$ cat src/rtl/counter_pkg.sv
// Shared encodings for the general-purpose up/down counter family.
// Saturation mode values and the direction encoding of the 'up' input.
package counter_pkg;

  localparam int CNT_WRAP = 0;
  localparam int CNT_SAT  = 1;

  typedef enum logic {
    DIR_DOWN = 1'b0,
    DIR_UP   = 1'b1
  } dir_e;

endpackage

$ cat src/rtl/counter_next.sv
// Next-state and terminal-count logic for sync_updown_counter.
// Purely combinational: limit compares, load clamp and wrap/saturate select.
module counter_next
  import counter_pkg::*;
#(
  parameter int WIDTH    = 4,
  parameter int MODULUS  = 16,
  parameter int SATURATE = CNT_WRAP
) (
  input  logic [WIDTH-1:0] out,
  input  logic             rst,
  input  logic             en,
  input  logic             up,
  input  logic             load,
  input  logic [WIDTH-1:0] load_val,
  output logic [WIDTH-1:0] nxt,
  output logic             tc
);

  // MODULUS-1 always fits in WIDTH bits, so the compares stay WIDTH wide.
  localparam logic [WIDTH-1:0] MAX_VAL = WIDTH'(MODULUS - 1);
  localparam logic             SAT_ON  = (SATURATE == CNT_SAT);

  logic count_up;
  logic at_max;
  logic at_min;
  logic [WIDTH-1:0] load_clamped;

  assign count_up     = (up == DIR_UP);
  assign at_max       = (out == MAX_VAL);
  assign at_min       = (out == '0);
  assign load_clamped = (load_val > MAX_VAL) ? MAX_VAL : load_val;

  always_comb begin
    nxt = out;
    if (load) begin
      nxt = load_clamped;
    end else if (en) begin
      if (count_up) begin
        if (!at_max)     nxt = out + WIDTH'(1);
        else if (SAT_ON) nxt = out;
        else             nxt = '0;
      end else begin
        if (!at_min)     nxt = out - WIDTH'(1);
        else if (SAT_ON) nxt = out;
        else             nxt = MAX_VAL;
      end
    end
  end

  // Independent of saturation so a cascaded stage sees the limit either way.
  assign tc = en & ~load & ~rst & (count_up ? at_max : at_min);

endmodule

$ cat src/rtl/sync_updown_counter.sv
// Parametrised synchronous up/down counter with load, wrap/saturate and
// a combinational terminal-count flag usable as the enable of a next stage.
module sync_updown_counter
  import counter_pkg::*;
#(
  parameter int WIDTH     = 4,
  parameter int MODULUS   = 16,
  parameter int SATURATE  = CNT_WRAP,
  parameter int RESET_VAL = 0
) (
  input  logic             clk,
  input  logic             rst,
  input  logic             en,
  input  logic             up,
  input  logic             load,
  input  logic [WIDTH-1:0] load_val,
  output logic [WIDTH-1:0] out,
  output logic             tc
);

  if (WIDTH < 1 || WIDTH > 62) begin : g_bad_width
    $error("sync_updown_counter: WIDTH must be in 1..62");
  end
  if (MODULUS < 2 || longint'(MODULUS) > (longint'(1) << WIDTH)) begin : g_bad_modulus
    $error("sync_updown_counter: MODULUS must satisfy 2 <= MODULUS <= 2**WIDTH");
  end
  if (RESET_VAL < 0 || RESET_VAL >= MODULUS) begin : g_bad_reset_val
    $error("sync_updown_counter: RESET_VAL must be < MODULUS");
  end
  if (SATURATE != CNT_WRAP && SATURATE != CNT_SAT) begin : g_bad_saturate
    $error("sync_updown_counter: SATURATE must be CNT_WRAP or CNT_SAT");
  end

  localparam logic [WIDTH-1:0] RESET_CNT = WIDTH'(RESET_VAL);

  logic [WIDTH-1:0] nxt;

  counter_next #(
    .WIDTH    (WIDTH),
    .MODULUS  (MODULUS),
    .SATURATE (SATURATE)
  ) u_next (
    .out      (out),
    .rst      (rst),
    .en       (en),
    .up       (up),
    .load     (load),
    .load_val (load_val),
    .nxt      (nxt),
    .tc       (tc)
  );

  always_ff @(posedge clk) begin
    if (rst) out <= RESET_CNT;
    else     out <= nxt;
  end

endmodule

$ cat config.mk
export PLATFORM = sky130hd
export DESIGN_NAME = sync_updown_counter
export DESIGN_NICKNAME = d
export VERILOG_FILES = /design/src/rtl/counter_pkg.sv /design/src/rtl/counter_next.sv /design/src/rtl/sync_updown_counter.sv
export SDC_FILE = /design/constraint.sdc
export NUM_CORES = 1
export LEC_CHECK = 0
export CAP_MARGIN = 30
export CORE_AREA = 2 2 39 41
export DETAILED_ROUTE_END_ITERATION = 8
export DIE_AREA = 0 0 41 43
export GPL_ROUTABILITY_DRIVEN = 1
export PLACE_DENSITY = 0.53
export SLEW_MARGIN = 5
export SYNTH_ARGS = -nofsm -noshare
export SYNTH_HDL_FRONTEND = slang
export SYNTH_SLANG_ARGS = --single-unit
$ cat constraint.sdc
create_clock -name clk -period 2.3 [get_ports clk]
set_clock_uncertainty 0.05 [all_clocks]
set_input_delay 0.46 -clock clk [delete_from_list [all_inputs] [get_ports clk]]
set_output_delay 0.46 -clock clk [all_outputs]
set_load 0.005 [all_outputs]
==> results of run 1 <==
-- synthesized netlist by cell type --
library cell,n
sky130_fd_sc_hd__a2111oi_2,1
sky130_fd_sc_hd__a211oi_2,1
sky130_fd_sc_hd__a21oi_1,5
sky130_fd_sc_hd__buf_4,1
sky130_fd_sc_hd__buf_6,1
sky130_fd_sc_hd__dfxtp_1,4
sky130_fd_sc_hd__ha_1,2
sky130_fd_sc_hd__inv_1,5
sky130_fd_sc_hd__mux2i_1,2
sky130_fd_sc_hd__nand2_1,2
sky130_fd_sc_hd__nand4_1,1
sky130_fd_sc_hd__nand4b_1,2
sky130_fd_sc_hd__nor2_1,1
sky130_fd_sc_hd__nor2b_1,1
sky130_fd_sc_hd__nor3_1,2
sky130_fd_sc_hd__o211ai_1,1
sky130_fd_sc_hd__o21a_1,1
sky130_fd_sc_hd__o21ai_0,3
sky130_fd_sc_hd__o21ai_2,1
sky130_fd_sc_hd__o311a_1,1
sky130_fd_sc_hd__o311ai_0,1
sky130_fd_sc_hd__or4_1,1
sky130_fd_sc_hd__or4b_4,1
sky130_fd_sc_hd__xnor2_1,1
sky130_fd_sc_hd__xor2_1,1
-- power groups by stage --
stage	Sequential [W]	Combinational (W)	Clock, W
3_5_place_dp	0.0000801	0.000109	0
3_3_place_gp	0.0000802	0.000109	0
4_1_cts	0.0000790	0.000110	0.0000921
6_report	0.0000800	0.000115	0.0000876
5_1_grt	0.0000806	0.000126	0.0000964
2_1_floorplan	0.0000858	0.0000463	0
-- through the flow --
stage | worst slack [ns] | instance area [um^2] | hold slack, ns | util, %
3_5_place_dp | -0.4707 | 591.8 | 0.6459 | 42.77
6_report | 0.02430 | 635.6 | 0.6521 | 45.93
5_1_grt | -0.02249 | 635.6 | 0.6865 | 45.93
2_1_floorplan | 0.3866 | 362.8 | 0.4791 | -
3_3_place_gp | -0.4392 | 591.8 | 0.6435 | 42.77
4_1_cts | 0.05937 | 620.6 | 0.6556 | 44.85
-- timing repair --
item | 4_1_cts | 5_1_grt
setup buffers | 0 | 0
gates resized for setup | 6 | 6
pin swaps | 1 | 3
hold buffers | 0 | 0
setup endpoints to repair | 1 | 1
-- metal layers --
| metal | wire [um] | track usage (%) |
|---|---|---|
| met5 | 0 | 0 |
| met4 | 0 | 2.000 |
| met3 | 42 | 6.283 |
| met2 | 606 | 27.50 |
| met1 | 450 | 15.38 |
-- how the worst min path moves through the flow --
stage,from,to,cells after the start
2_1_floorplan,rst,out[0],1
5_1_grt,out[0],out[0],4
4_1_cts,out[0],out[0],4
3_3_place_gp,out[0],out[0],4
3_5_place_dp,out[0],out[0],4
6_report,out[0],out[0],4
-- logic make-up (layout without fill, tap and decap cells) --
family / after synthesis / in the layout / share of synthesized area [%]
compound gates: 15 / 15 / 30.34
xor+xnor: 2 / 2 / 4.828
fa+ha+maj: 2 / 2 / 6.895
buf+inv: 7 / 34 / 10.35
flops: 4 / 4 / 22.07
mux: 2 / 2 / 5.517
simple gates: 11 / 11 / 20.00
-- cell type report --
cell class	count	area, um^2
multi-input cells	32	270.3
well taps	16	20.02
repair buffers	26	221.5
clock buffers	3	22.52
flip-flops and latches	4	82.58
inverters	5	18.77
fillers	143	748.2
-- worst max-delay path, stage by stage (launching register included) --
cell and delay [ns]:
sky130_fd_sc_hd__dfxtp_2 0.32, sky130_fd_sc_hd__inv_2 0.07, sky130_fd_sc_hd__ha_4 0.13, sky130_fd_sc_hd__or4b_4 0.49, sky130_fd_sc_hd__a2111oi_4 0.36, sky130_fd_sc_hd__buf_2 0.17
==> run summary, run 1 <==
STA
-------------------------------------------------------------------------------------
Clock period minus worst slack                                               2.276 ns
Highest clock frequency the design can meet                                 439.4 MHz
Setup repair after global routing missed its margin                              true
Actual transition at the worst max-transition pin                           0.3149 ns
Relative slew slack                                                            78.74%
Final-report max-slew violation count                                               0
Endpoints failing hold                                                              0
Final sum of negative setup slack                                                0 ns
Number of setup violations in the final report                                      0
Part of the cycle the worst path needs                                         98.94%

SETUP PATH
-------------------------------------------------------------------------------------
Cell depth of the worst flop-to-flop path                                           6
Type of element capturing the critical path                               output port
Req. time, crit path                                                          1.79 ns
Setup slack of the worst register-to-register path                            0.69 ns
Crit start category                                                         flip-flop
Crit path max fanout                                                                2
Launch point of the worst reg-to-reg path                                      out[0]
Crit path DAT                                                                 1.77 ns
Worst setup path class                                                     reg -> out
End point of the critical path                                                     tc
Critical R2R Capture                                                           out[3]
Critical Path Start                                                            out[0]

GLOBAL ROUTE
-------------------------------------------------------------------------------------
Number of antenna violations at the first check in global routing                   0
Vias in the first global route                                                    434
First-pass GRT wire length                                                    1821 um
All-layer global routing usage                                                 15.15%
Pin count of the biggest net entering global routing                               11
Global route overflow                                                               0

CLOCKING
-------------------------------------------------------------------------------------
Clock sink count                                                                    4
Worst skew pair latency                                                       0.24 ns
Htree depth                                                                         1
CTS tree                                                                          yes
Clock-pin slew of the registers on the worst-case setup and hold paths        0.03 ns
Inserted Clock Buffers                                                              3
Buffer depth of the longest clock path                                              2
Clock root buffer                                                        sky130_fd_sc_hd__clkbuf_4

DIE
-------------------------------------------------------------------------------------
Area of the core region                                                     1384 um^2
# IOs                                                                              14
Floorplan die width                                                             41 um
Initial core utilization                                                       26.22%
Full die area                                                               1763 um^2
Height of the die                                                               43 um
Floorplan row count                                                                14

CELLS AND AREA
-------------------------------------------------------------------------------------
Ratio of cells with drive above 1 in the final layout                          37.14%
Largest Register                                                                  out
Net count of the finished layout                                                   83
Number of flip-flops under the largest register name                                4
Number of antenna cells inserted                                                    0
Highest-count cells in the layout ignoring fill and taps                 sky130_fd_sc_hd__buf_4 (13), sky130_fd_sc_hd__clkdlybuf4s50_1 (11), sky130_fd_sc_hd__a21oi_1 (5)
Area growth from synthesis to layout                                           75.17%
Layout Cells excl Fill                                                             86
Registers with the highest flip-flop counts                                   out (4)
Leading cell type in the layout, fill and taps excluded                  sky130_fd_sc_hd__buf_4

PWR
-------------------------------------------------------------------------------------
Switching power share of the total                                             29.23%
Clock network fraction of design power                                          31.0%
Combinational group share of total power                                        40.7%
Pleak                                                                       0.2634 nW
Power density of the placed cells                                        444.6 nW/um^2
Total power                                                               0.0002826 W
Switching power summed over all nets                                     0.00008260 W
IR Drop Worst-Case VDD                                                       250.4 uV
Internal Dissipation                                                      0.0002000 W
Reg power frac                                                                  28.3%

ROUTING
-------------------------------------------------------------------------------------
Remaining design rule violation count                                               0
First-pass iteration count of the detailed router                                   2
Number of DRC markers in iteration 0                                                4
Post-DR wirelength/cell                                                      12.78 um
Total number of vias                                                              426
Detailed-route vias per instance                                                4.953
Antenna-violating nets left                                                         0
Total wire length                                                             1099 um

JOB
-------------------------------------------------------------------------------------
Max-capacitance violation count                                                     0

LOGIC SYNTHESIS
-------------------------------------------------------------------------------------
FF+latch count, synth                                                               4
Library cell with the largest summed area after synthesis                sky130_fd_sc_hd__dfxtp_1
Synthesized instance count                                                         43
Post-synthesis instance area                                               362.8 um^2
Syn_area_per_cell                                                          8.438 um^2
Part of the Yosys area used for sequential elements                            22.07%
Top cells by area in the synthesized netlist                             sky130_fd_sc_hd__dfxtp_1 (22%), sky130_fd_sc_hd__a21oi_1 (6.9%), sky130_fd_sc_hd__ha_1 (6.9%)
Post-synth top area share                                                      22.07%
Count of yosys warnings during synthesis                                            0
Number of nets produced by synthesis                                               54
Count of cell types in the netlist                                                 25

PLACEMENT
-------------------------------------------------------------------------------------
Half-perimeter wire length after placement                                     852 um
Placed cell count                                                                  83
Placer congestion estimate                                                     0.7935
Port Buffers                                                                       13

STATUS
-------------------------------------------------------------------------------------
Result of the run                                                        finished, final reports clean

MIN PATH
-------------------------------------------------------------------------------------
Tightest Hold Check Type                                                   reg -> reg

(Power assumes the default switching activity.)
==> inputs of run 2 (changes only) <==
Settings changed: CELL_PAD_IN_SITES_DETAIL_PLACEMENT from default to 1, CELL_PAD_IN_SITES_GLOBAL_PLACEMENT from default to 1, CTS_CLUSTER_SIZE from default to 14, PLACE_DENSITY 0.53 to 0.7.
==> run summary, run 2 (same netlist as run 1, synthesis figures left out) <==
CLOCKING
-------------------------------------------------------------------------------------
Clock sink count                                                                    4   unchanged
CTS tree                                                                          yes   unchanged
Clock root buffer                                                        sky130_fd_sc_hd__clkbuf_4   unchanged
Inserted Clock Buffers                                                              3   unchanged
Number of buffers inserted by post-CTS setup repair                                 0   unchanged
Clock-pin slew of the registers on the worst-case setup and hold paths        0.03 ns   about the same
Htree depth                                                                         1   unchanged
Worst skew pair latency                                                       0.24 ns   about the same
Buffer depth of the longest clock path                                              2   unchanged
Hold buffer count at CTS                                                            0   unchanged

SETUP PATH
-------------------------------------------------------------------------------------
Type of element capturing the critical path                               output port   unchanged
Worst setup path class                                                     reg -> out   unchanged
Cell type of the slowest stage on the worst timing path                  sky130_fd_sc_hd__or4b_4   unchanged
Crit path max fanout                                                                2   unchanged
Worst path bufs/invs                                                                2   unchanged
Family with the most delay on the worst path                             simple AND/OR/NAND/NOR gates   unchanged
Crit start category                                                         flip-flop   unchanged
Req. time, crit path                                                          1.79 ns   about the same
Max incr delay on CP                                                          0.48 ns   was 0.49 ns
CP cell instances                                                        inv_2 -> ha_2 -> or4b_4 -> a2111oi_4 -> buf_2   was inv_2 -> ha_4 -> or4b_4 -> a2111oi_4 -> buf_2
Crit path DAT                                                                 1.73 ns   was 1.77 ns

GLOBAL ROUTE
-------------------------------------------------------------------------------------
Global route overflow                                                               0   unchanged
Vias in the first global route                                                    395   was 434
Pin count of the biggest net entering global routing                               11   unchanged
Number of antenna violations at the first check in global routing                   0   unchanged
All-layer global routing usage                                                 14.61%   was 15.15%
First-pass GRT wire length                                                    1669 um   was 1821 um

STA
-------------------------------------------------------------------------------------
Relative slew slack                                                            78.12%   was 78.74%
Endpoints failing hold                                                              0   unchanged
Clock period minus worst slack                                               2.238 ns   was 2.276 ns
Final-report max-slew violation count                                               0   unchanged
Part of the cycle the worst path needs                                         97.31%   was 98.94%
Final worst setup slack                                                    0.06177 ns   was 0.02430 ns
Actual transition at the worst max-transition pin                           0.3248 ns   was 0.3149 ns
Number of setup violations in the final report                                      0   unchanged
Setup repair after global routing missed its margin                             false   was true
Highest clock frequency the design can meet                                 446.8 MHz   was 439.4 MHz

ROUTING
-------------------------------------------------------------------------------------
Remaining design rule violation count                                               0   unchanged
Post-DR wirelength/cell                                                      13.98 um   was 12.78 um
Total wire length                                                             1188 um   was 1099 um
First-pass iteration count of the detailed router                                   4   was 2
Detailed-route vias per instance                                                5.153   was 4.953
Antenna-violating nets left                                                         0   unchanged
Total number of vias                                                              438   was 426
Number of DRC markers in iteration 0                                                8   was 4

CELLS AND AREA
-------------------------------------------------------------------------------------
Highest-count cells in the layout ignoring fill and taps                 sky130_fd_sc_hd__buf_4 (12), sky130_fd_sc_hd__clkdlybuf4s50_1 (11), sky130_fd_sc_hd__a21oi_1 (5), sky130_fd_sc_hd__inv_1 (4), sky130_fd_sc_hd__dfxtp_1 (4)   was sky130_fd_sc_hd__buf_4 (13), sky130_fd_sc_hd__clkdlybuf4s50_1 (11), sky130_fd_sc_hd__a21oi_1 (5)
Ratio of cells with drive above 1 in the final layout                          31.88%   was 37.14%
Largest Register                                                                  out   unchanged
Share of the core filled with cells in the final layout                        44.48%   was 45.93%
Number of flip-flops under the largest register name                                4   unchanged
Net count of the finished layout                                                   82   was 83
Number of antenna cells inserted                                                    0   unchanged
Area of all placed cells without fillers                                   615.6 um^2   was 635.6 um^2
Leading cell type in the layout, fill and taps excluded                  sky130_fd_sc_hd__buf_4   unchanged
Area growth from synthesis to layout                                           69.66%   was 75.17%
Registers with the highest flip-flop counts                                   out (4)   unchanged

PLACEMENT
-------------------------------------------------------------------------------------
Worst slack at placement                                                   -0.4885 ns   was -0.4707 ns
Area post-placement                                                        584.3 um^2   was 591.8 um^2
Placer congestion estimate                                                     0.7515   was 0.7935
Half-perimeter wire length after placement                                   931.4 um   was 852 um
Port Buffers                                                                       13   unchanged

PWR
-------------------------------------------------------------------------------------
Clock network fraction of design power                                          32.4%   was 31.0%
Reg power frac                                                                  27.8%   was 28.3%
Internal Dissipation                                                      0.0001974 W   was 0.0002000 W
Power density of the placed cells                                        460.7 nW/um^2   was 444.6 nW/um^2
IR Drop Worst-Case VDD                                                       226.7 uV   was 250.4 uV
Combinational group share of total power                                        39.7%   was 40.7%
Switching power share of the total                                             30.40%   was 29.23%
Pleak                                                                       0.2567 nW   was 0.2634 nW
Switching power summed over all nets                                     0.00008620 W   was 0.00008260 W

DIE
-------------------------------------------------------------------------------------
Floorplan row count                                                                14   unchanged
Area of the core region                                                     1384 um^2   unchanged
# IOs                                                                              14   unchanged
Height of the die                                                               43 um   unchanged
Floorplan die width                                                             41 um   unchanged
Initial core utilization                                                       26.22%   unchanged
Full die area                                                               1763 um^2   unchanged

JOB
-------------------------------------------------------------------------------------
Max-capacitance violation count                                                     0   unchanged

MIN PATH
-------------------------------------------------------------------------------------
Tightest Hold Check Type                                                   reg -> reg   unchanged

STATUS
-------------------------------------------------------------------------------------
Result of the run                                                        finished, final reports clean   unchanged

[run 2: cell count changes in the layout (fill, tap and decap cells not counted)]
cell and delta:
sky130_fd_sc_hd__dfxtp_2 -2, sky130_fd_sc_hd__ha_4 -1, sky130_fd_sc_hd__buf_4 -1, sky130_fd_sc_hd__inv_1 +1, sky130_fd_sc_hd__dfxtp_1 +2, sky130_fd_sc_hd__ha_2 +1
sky130_fd_sc_hd__inv_2 -1
[run 2: worst paths after layout]
path,startpoint,to,slack (ns),cells past startpoint
setup / recovery,out[0],tc,0.06,5
hold / removal,out[0],out[0],0.69,4
setup reg to reg,out[0],out[3],0.67,6
hold reg to reg,out[0],out[0],0.69,4
[run 2: power groups by stage]
stage          Clock [W]  Sequential [W]  Combinational [W]
2_1_floorplan          0       0.0000858          0.0000463
3_3_place_gp           0       0.0000798           0.000108
3_5_place_dp           0       0.0000800           0.000110
4_1_cts        0.0000956       0.0000788           0.000111
5_1_grt        0.0000993       0.0000796           0.000122
6_report       0.0000920       0.0000789           0.000113
[run 2: layer usage]
metal  up-vias  global-route usage (%)  wire length (um)
li1        215                       -                 -
met1       201                   16.56               480
met2        20                   22.81               625
met3         2                   3.141                63
met4         0                   10.00                19
met5         -                       0                 0
[run 2: final cells by class]
class,instances,area (um^2)
Timing Repair Buffer,25,214.0
Sequential cell,4,80.08
Fill cell,175,768.2
Multi-Input combinational cell,32,260.3
Clock buffer,3,22.52
Tap cell,16,20.02
Inverter,5,18.77
[run 2: per-stage QoR]
stage / setup TNS [ns] / hold slack (ns) / std cells / power [W]
finish: 0 / 0.6928 / 85 / 0.0002836
floorplan: 0 / 0.4791 / 43 / 0.0001320
detailed placement: -0.4885 / 0.6580 / 82 / 0.0001896
global route: 0 / 0.7116 / 85 / 0.0003005
global placement: -0.4876 / 0.6693 / 82 / 0.0001877
CTS: 0 / 0.6662 / 85 / 0.0002856
[run 2: tightest hold or removal path, stage by stage, from the launching register on]
cell,delay [ns]
sky130_fd_sc_hd__dfxtp_1,0.33
sky130_fd_sc_hd__buf_4,0.15
sky130_fd_sc_hd__nand2_1,0.05
sky130_fd_sc_hd__nand4b_1,0.10
sky130_fd_sc_hd__a21oi_1,0.07
[run 2: timing repair]
action | CTS | global route
endpoints found under the setup margin | 1 | 1
resized for setup | 6 | 2
pin swaps | 2 | 1
